## src/rtl/tick_scheduler.sv

```systemverilog
// Programmable multi-channel clock-enable generator: each channel emits a one-cycle
// tick every (div+1) cycles plus a slow_clk level that toggles on every tick.
module tick_scheduler #(
  parameter int NUM_CH      = 2,
  parameter int CNT_W       = 24,
  parameter int DEFAULT_DIV = 262143,
  localparam int CH_W       = (NUM_CH > 1) ? $clog2(NUM_CH) : 1
) (
  input  logic              clk_100MHz,
  input  logic              rst,
  input  logic              cfg_we,
  input  logic [CH_W-1:0]   cfg_ch,
  input  logic [CNT_W-1:0]  cfg_div,
  output logic              cfg_err,
  input  logic [NUM_CH-1:0] run_en,
  input  logic              sync_req,
  output logic [NUM_CH-1:0] tick,
  output logic [NUM_CH-1:0] slow_clk
);

  localparam int NUM_W = CH_W + 1;

  typedef enum logic {
    IDLE = 1'b0,
    RUN  = 1'b1
  } state_t;

  logic cfg_valid_s;
  logic cfg_err_r;

  assign cfg_valid_s = ({1'b0, cfg_ch} < NUM_W'(NUM_CH));
  assign cfg_err     = cfg_err_r;

  // Flag writes aimed at a channel that does not exist
  always_ff @(posedge clk_100MHz) begin
    if (rst) begin
      cfg_err_r <= 1'b0;
    end else begin
      cfg_err_r <= cfg_we & ~cfg_valid_s;
    end
  end

  for (genvar i = 0; i < NUM_CH; i++) begin : g_ch
    state_t           state_r, state_s;
    logic [CNT_W-1:0] cnt_r, cnt_s;
    logic [CNT_W-1:0] act_r, act_s;
    logic [CNT_W-1:0] shadow_r;
    logic             tick_r, tick_s;
    logic             slow_r, slow_s;
    logic             wr_s;

    assign wr_s        = cfg_we & cfg_valid_s & (cfg_ch == CH_W'(i));
    assign tick[i]     = tick_r;
    assign slow_clk[i] = slow_r;

    // State register
    always_ff @(posedge clk_100MHz) begin
      if (rst) begin
        state_r <= IDLE;
      end else begin
        state_r <= state_s;
      end
    end

    // Next-state decode: the run level alone moves a channel between IDLE and RUN
    always_comb begin
      state_s = state_r;
      case (state_r)
        IDLE: begin
          if (run_en[i]) state_s = RUN;
          else           state_s = IDLE;
        end
        RUN: begin
          if (run_en[i]) state_s = RUN;
          else           state_s = IDLE;
        end
        default: state_s = IDLE;
      endcase
    end

    // Datapath next values; priority is run_en low > sync_req > terminal count > increment
    always_comb begin
      cnt_s  = cnt_r;
      act_s  = act_r;
      tick_s = 1'b0;
      slow_s = slow_r;
      case (state_r)
        IDLE: begin
          cnt_s  = '0;
          slow_s = 1'b0;
          if (run_en[i]) act_s = shadow_r;
          else           act_s = act_r;
        end
        RUN: begin
          if (!run_en[i]) begin
            cnt_s  = '0;
            slow_s = 1'b0;
          end else if (sync_req) begin
            cnt_s  = '0;
            slow_s = 1'b0;
            act_s  = shadow_r;
          end else if (cnt_r == act_r) begin
            // Divisor changes are adopted only here, so no period is ever cut short
            cnt_s  = '0;
            tick_s = 1'b1;
            slow_s = ~slow_r;
            act_s  = shadow_r;
          end else begin
            cnt_s  = cnt_r + CNT_W'(1);
          end
        end
        default: begin
          cnt_s  = '0;
          slow_s = 1'b0;
        end
      endcase
    end

    // Datapath and output registers
    always_ff @(posedge clk_100MHz) begin
      if (rst) begin
        cnt_r    <= '0;
        act_r    <= CNT_W'(DEFAULT_DIV);
        shadow_r <= CNT_W'(DEFAULT_DIV);
        tick_r   <= 1'b0;
        slow_r   <= 1'b0;
      end else begin
        cnt_r  <= cnt_s;
        act_r  <= act_s;
        tick_r <= tick_s;
        slow_r <= slow_s;
        if (wr_s) shadow_r <= cfg_div;
      end
    end
  end

endmodule

```

## config.mk

```make
export PLATFORM = sky130hd
export DESIGN_NAME = tick_scheduler
export DESIGN_NICKNAME = d
export VERILOG_FILES = /design/src/rtl/tick_scheduler.sv
export SDC_FILE = /design/constraint.sdc
export NUM_CORES = 1
export LEC_CHECK = 0
export BUFFER_PORTS_ARGS = -buffer_cell sky130_fd_sc_hd__buf_2
export CAP_MARGIN = 20
export CELL_PAD_IN_SITES_DETAIL_PLACEMENT = 0
export CELL_PAD_IN_SITES_GLOBAL_PLACEMENT = 1
export CORE_ASPECT_RATIO = 0.7
export CORE_MARGIN = 4
export CORE_UTILIZATION = 40
export CTS_BUF_LIST = sky130_fd_sc_hd__clkbuf_16
export DETAILED_ROUTE_END_ITERATION = 6
export GPL_TIMING_DRIVEN = 0
export PLACE_DENSITY_LB_ADDON = 0.1
export SYNTH_ARGS = -nofsm -noshare
export SYNTH_HDL_FRONTEND = slang
export SYNTH_SLANG_ARGS = --single-unit
```

## constraint.sdc

```tcl
create_clock -name clk_100MHz -period 4.76 [get_ports clk_100MHz]
set_clock_uncertainty 0.15 [all_clocks]
set_input_delay 0.476 -clock clk_100MHz [delete_from_list [all_inputs] [get_ports clk_100MHz]]
set_output_delay 0.476 -clock clk_100MHz [all_outputs]
set_load 0.1 [all_outputs]
```

Word-level counts from Yosys, hierarchy flattened --
Cells that the tools add are included.
Storage, ports and cells: output and inout bits 5, word-level logic and storage cells 67, register bits 150, input port bits 31
Cells by class: mux-type cells 30, reduce and logical (&&, ||, !) cells 4, bitwise gates (word level) 9, add/sub/neg operators 2, equality and inequality tests 10
Operator list (number):
- $mux W24 | 14
- $pmux W24 S2 | 4
- $add A24 B1 Y24 const B | 2
- $eq A24 B24 Y1 | 2
- $mux W1 | 10
- $ne A2 B2 Y1 const B | 4
- $ne A4 B3 Y1 const B | 2
- $reduce_or A4 Y1 | 2
- $not A1 Y1 | 7
- $ne A3 B2 Y1 const B | 2
- $reduce_and A3 Y1 | 2
- $pmux W1 S2 | 2
- $and A1 B1 Y1 | 2

Logic depth before layout (Yosys ltp) --
depth after elaboration 5, gate-level depth with buffers 7, depth with buffers taken out 6

Worst setup path before layout --
Ideal clock, no wire load.
path type register -> register, start point register g_ch[0].cnt_r[12], end point register g_ch[0].act_r[0], clock period less this slack 1.989 ns, path buffers 2, required time 4.538 ns, arrival time 1.768 ns, stages on the path, launching flop included 8, setup time 0.072 ns, path slack 2.771 ns, path through dfxtp_1 buf_6 xor2_2 nor4_2 nand4_2 o31ai_4 buf_8 mux2i_1
On the way: cells in the longest elaborated chain, start to end 3
RTL lines:
- from (decl) | RTL line 45 | logic [CNT_W-1:0] cnt_r, cnt_s;
- from (signal assigned) | RTL line 128 | cnt_r <= cnt_s;
- $eq A24 B24 Y1 | RTL line 102 | end else if (cnt_r == act_r) begin
- $ne A3 B2 Y1 (no source line)
- $reduce_and A3 Y1 (no source line)
- to (signal assigned) | RTL line 123 | act_r <= CNT_W'(DEFAULT_DIV);
- to (signal assigned) | RTL line 129 | act_r <= act_s;
- to (decl) | RTL line 46 | logic [CNT_W-1:0] act_r, act_s;
Every way passes these cells. A chain may end at the register's enable or synchronous reset.

Worst setup path in the final report --
start point register g_ch[1].cnt_r[11], end point register g_ch[1].cnt_r[14]
On the way: cells in the longest elaborated chain, start to end 5, elaborated cells between the ends (all ways) 6, classes of those cells 1 x add/sub; 1 x eq/ne; 4 x mux
RTL lines:
- from (decl) | RTL line 45
- from (signal assigned) | RTL line 128
- $add A24 B1 Y24 or $eq A24 B24 Y1 (tied branches) | RTL line 109, 102
- $mux W24 * | RTL line 102
- $mux W24 * | RTL line 98 | end else if (sync_req) begin
- $mux W24 * | RTL line 95 | if (!run_en[i]) begin
- $pmux W24 S2 * | RTL line 87 | case (state_r)
Mark *: on every way between the ends. The rest lies on a longest branch, timed or not.

==> impl_metrics.py <==
metrics = {
    "outcome": {
        "status": "complete, no violations",
    },
    "timing": {
        "rsz0062_at_grt": "no",
        "tightestPinTransition_ns": 0.600,
        "hold_viol": 0,
        "period_share_pct": 53.4,
        "maxSlewViolCount": 0,
        "finalSetupViolCount": 0,
        "whs_ns": 0.147,
        "period_needed_ns": 2.54,
        "max_freq_ghz": 0.393,
        "setup_tns_ns": 0,
        "slew_headroom_pct": 60.0,
    },
    "yosys": {
        "ys_top_cells_by_area": "dfxtp_1, xor2_1, nor2_1, mux2i_1, nand2_1",
        "synth_area_sq_um": 6620,
        "synth_ff_type": "dfxtp_1",
        "synthDistinctLibCells": 35,
        "synth_fp_nets": 784,
        "ys_async_sr_fraction_pct": 0,
        "synth_top_family_by_area": "simple AND/OR/NAND/NOR gates",
        "synth_top_cell_area_share_pct": 45.4,
        "synthTopCellsByCount": "dfxtp_1, nor2_1, nand2_1",
        "ys_seq_area_share_pct": 45.4,
        "yosysWarnings": 0,
        "yosysMostFrequentCell": "dfxtp_1",
        "synth_fa_ha_area_share_pct": 0.378,
        "synth_compound_area_share_pct": 2.23,
        "syn_inst": 751,
        "yosys.area.top_type": "dfxtp_1",
        "yosys.area_share.simple_pct": 28.1,
        "avgSynthCellArea_sq_um": 8.81,
        "muxShareOfSynthArea_pct": 7.26,
        "synth-edff-count": 0,
        "ys_seq_elements": 150,
        "yosys.area_share.xor_xnor_pct": 12.3,
    },
    "place": {
        "hpwl_microns": 12200,
        "io_buffers": 34,
        "routabilityCongestion": 0.847,
    },
    "flow_run": {
        "maxCapViolCount": 0,
    },
    "clock_tree": {
        "path_clk_slew_ns": 0.06,
        "cts_tree": "yes",
        "numCtsBuffers": 17,
        "clock_latency_ns": 0.42,
        "root_buffer": "clkbuf_16",
        "post-cts-setup-buffers": 0,
        "cts_sinks": 150,
        "cts_resized": 0,
        "cts_buffer_depth": 2,
        "htree_levels": 4,
        "hold_buffers": 0,
    },
    "drt": {
        "ant_nets": 0,
        "wl_microns": 15800,
        "drc_errors": 0,
        "post_drt_via_cell_ratio": 4.85,
        "vias": 5049,
        "wl_per_cell_microns": 15.2,
        "drt-pass1-iter-count": 4,
        "drt-initial-drc-count": 343,
    },
    "layout": {
        "multi_input_area_sq_um": 3330,
        "n_antenna_cell": 0,
        "drive_gt1_share_pct": 10.8,
        "fill_cells": 1611,
        "fin_util_pct": 47.4,
        "area_growth_pct": 16.5,
        "fin_nets": 837,
        "seqCellArea_sq_um": 3000,
    },
    "power_and_ir_drop": {
        "p_per_area_nw_per_um2": 385,
        "vdd_drop_max_uv": 232,
        "leakagePower_uw": 0.00292,
    },
    "critical_path": {
        "crit_path_end_kind": "flip-flop",
        "worst_ep_required_time_ns": 4.91,
        "worstSetupPathType": "flip-flop to flip-flop",
        "crit_chain": "xor2_1, nor4_2, nand4_2, o21bai_1, buf_2, nor2_1",
        "max_stage_delay_ns": 0.52,
        "path_max_fanout": 10,
        "critPathSlowestCell": "o21bai_1",
        "start_kind": "flip-flop",
        "cp_data_arrival_time_ns": 2.70,
    },
    "floorplanning": {
        "die-area_sq_um": 18700,
        "die_w_microns": 162,
        "rows": 39,
        "start_util_pct": 40.7,
        "die_y_microns": 116,
        "ios": 36,
        "core_area_sq_um": 16200,
    },
    "global_route": {
        "antenna_found_initial": 0,
        "overflow": 0,
        "grt_pass1_vias": 4956,
        "grt_pass1_wl_microns": 25500,
        "grt.total_usage_pct": 17.7,
        "grt_max_degree": 17,
    },
    "hold_path": {
        "hold_path_class": "primary input to flip-flop",
    },
}
==> metal layers <==
metal / share of wire, % / wire [microns] / up-vias / GRT usage [%]
met3: 4.5 / 709 / 15 / 4.83
met5: 0 / 0 / - / 0
met4: 1.0 / 165 / 0 / 4.96
li1: - / - / 2562 / -
met1: 57 / 9000 / 2390 / 27.3
met2: 37 / 5920 / 82 / 24.0
==> worst paths after layout <==
| kind | from | endpoint | slack, ns | depth (start not counted) |
|---|---|---|---|---|
| max | g_ch[1].cnt_r[11] | g_ch[1].cnt_r[14] | 2.22 | 6 |
| min | cfg_div[11] | g_ch[0].shadow_r[11] | 0.15 | 3 |
| max reg2reg | g_ch[1].cnt_r[11] | g_ch[1].cnt_r[14] | 2.22 | 6 |
| min reg2reg | g_ch[1].shadow_r[21] | g_ch[1].shadow_r[21] | 0.31 | 2 |
==> kinds of logic (layout without fill, tap and decap cells) <==
logic type,Yosys count,count (layout)
mux,48,48
fa+ha+maj,2,2
other cells,1,1
simple gates,380,380
buf+inv,56,122
flops,150,150
xor+xnor,92,92
compound gates,22,22
==> report_power, final <==
group	internal, uW	total (uW)	switching [uW]
clock	968	1470	503
combinational	71.3	175	104
sequential	1300	1320	24.3
total	2340	2970	631
==> flip-flops by register name, indices dropped and copies added (netlist names) <==
name           count
g_ch.act_r        48
g_ch.cnt_r        48
g_ch.shadow_r     48
g_ch.slow_r        2
g_ch.state_r       2
g_ch.tick_r        2
==> layout by cell type, fill, tap and decap left out, drive strengths merged, types with 2 or more instances in the layout <==
master  instances
bufinv          6
nand2b         25
nand4          10
a21oi          14
or4             3
nor4           15
nand2         115
o31ai           2
and4            7
or3             3
buf            49
dfxtp         150
nand3          12
and3            4
clkinv          6
o21ai           4
mux2i          48
o21bai          2
nor2b           2
ha              2
nand3b         36
inv            16
xor2           61
xnor2          31
nor2          131
nor3           15
clkbuf         45
==> cell type report <==
type,instances,share of cell area [%]
multi-input combinational,545,43.2
sequential,150,38.9
timing repair buffer,34,2.21
clock buffer,17,5.52
buffer,43,3.00
clock inverter,15,2.82
tap,225,3.65
inverter,13,0.633
==> worst max-delay path, delay by kind of cell (launching register included) <==
family	cells	cell delay, ns
AOI/OAI and AO/OA	1	0.52
xor gates and xnor gates	1	0.11
buffers and inverters	1	0.34
DFF	1	0.44
and+or+nand+nor	3	0.86
==> per-stage QoR <==
step	cell area (sq um)	cells	total power (uW)	setup slack, ns
floorplan	6620	751	1460	2.77
finish	7710	1042	2970	2.22
CTS	7710	1042	3000	2.25
global placement	7070	1010	1520	2.32
global route	7710	1042	3080	2.00
detailed placement	7070	1010	1520	2.28
No activity file was read; power rests on OpenSTA's default activity.
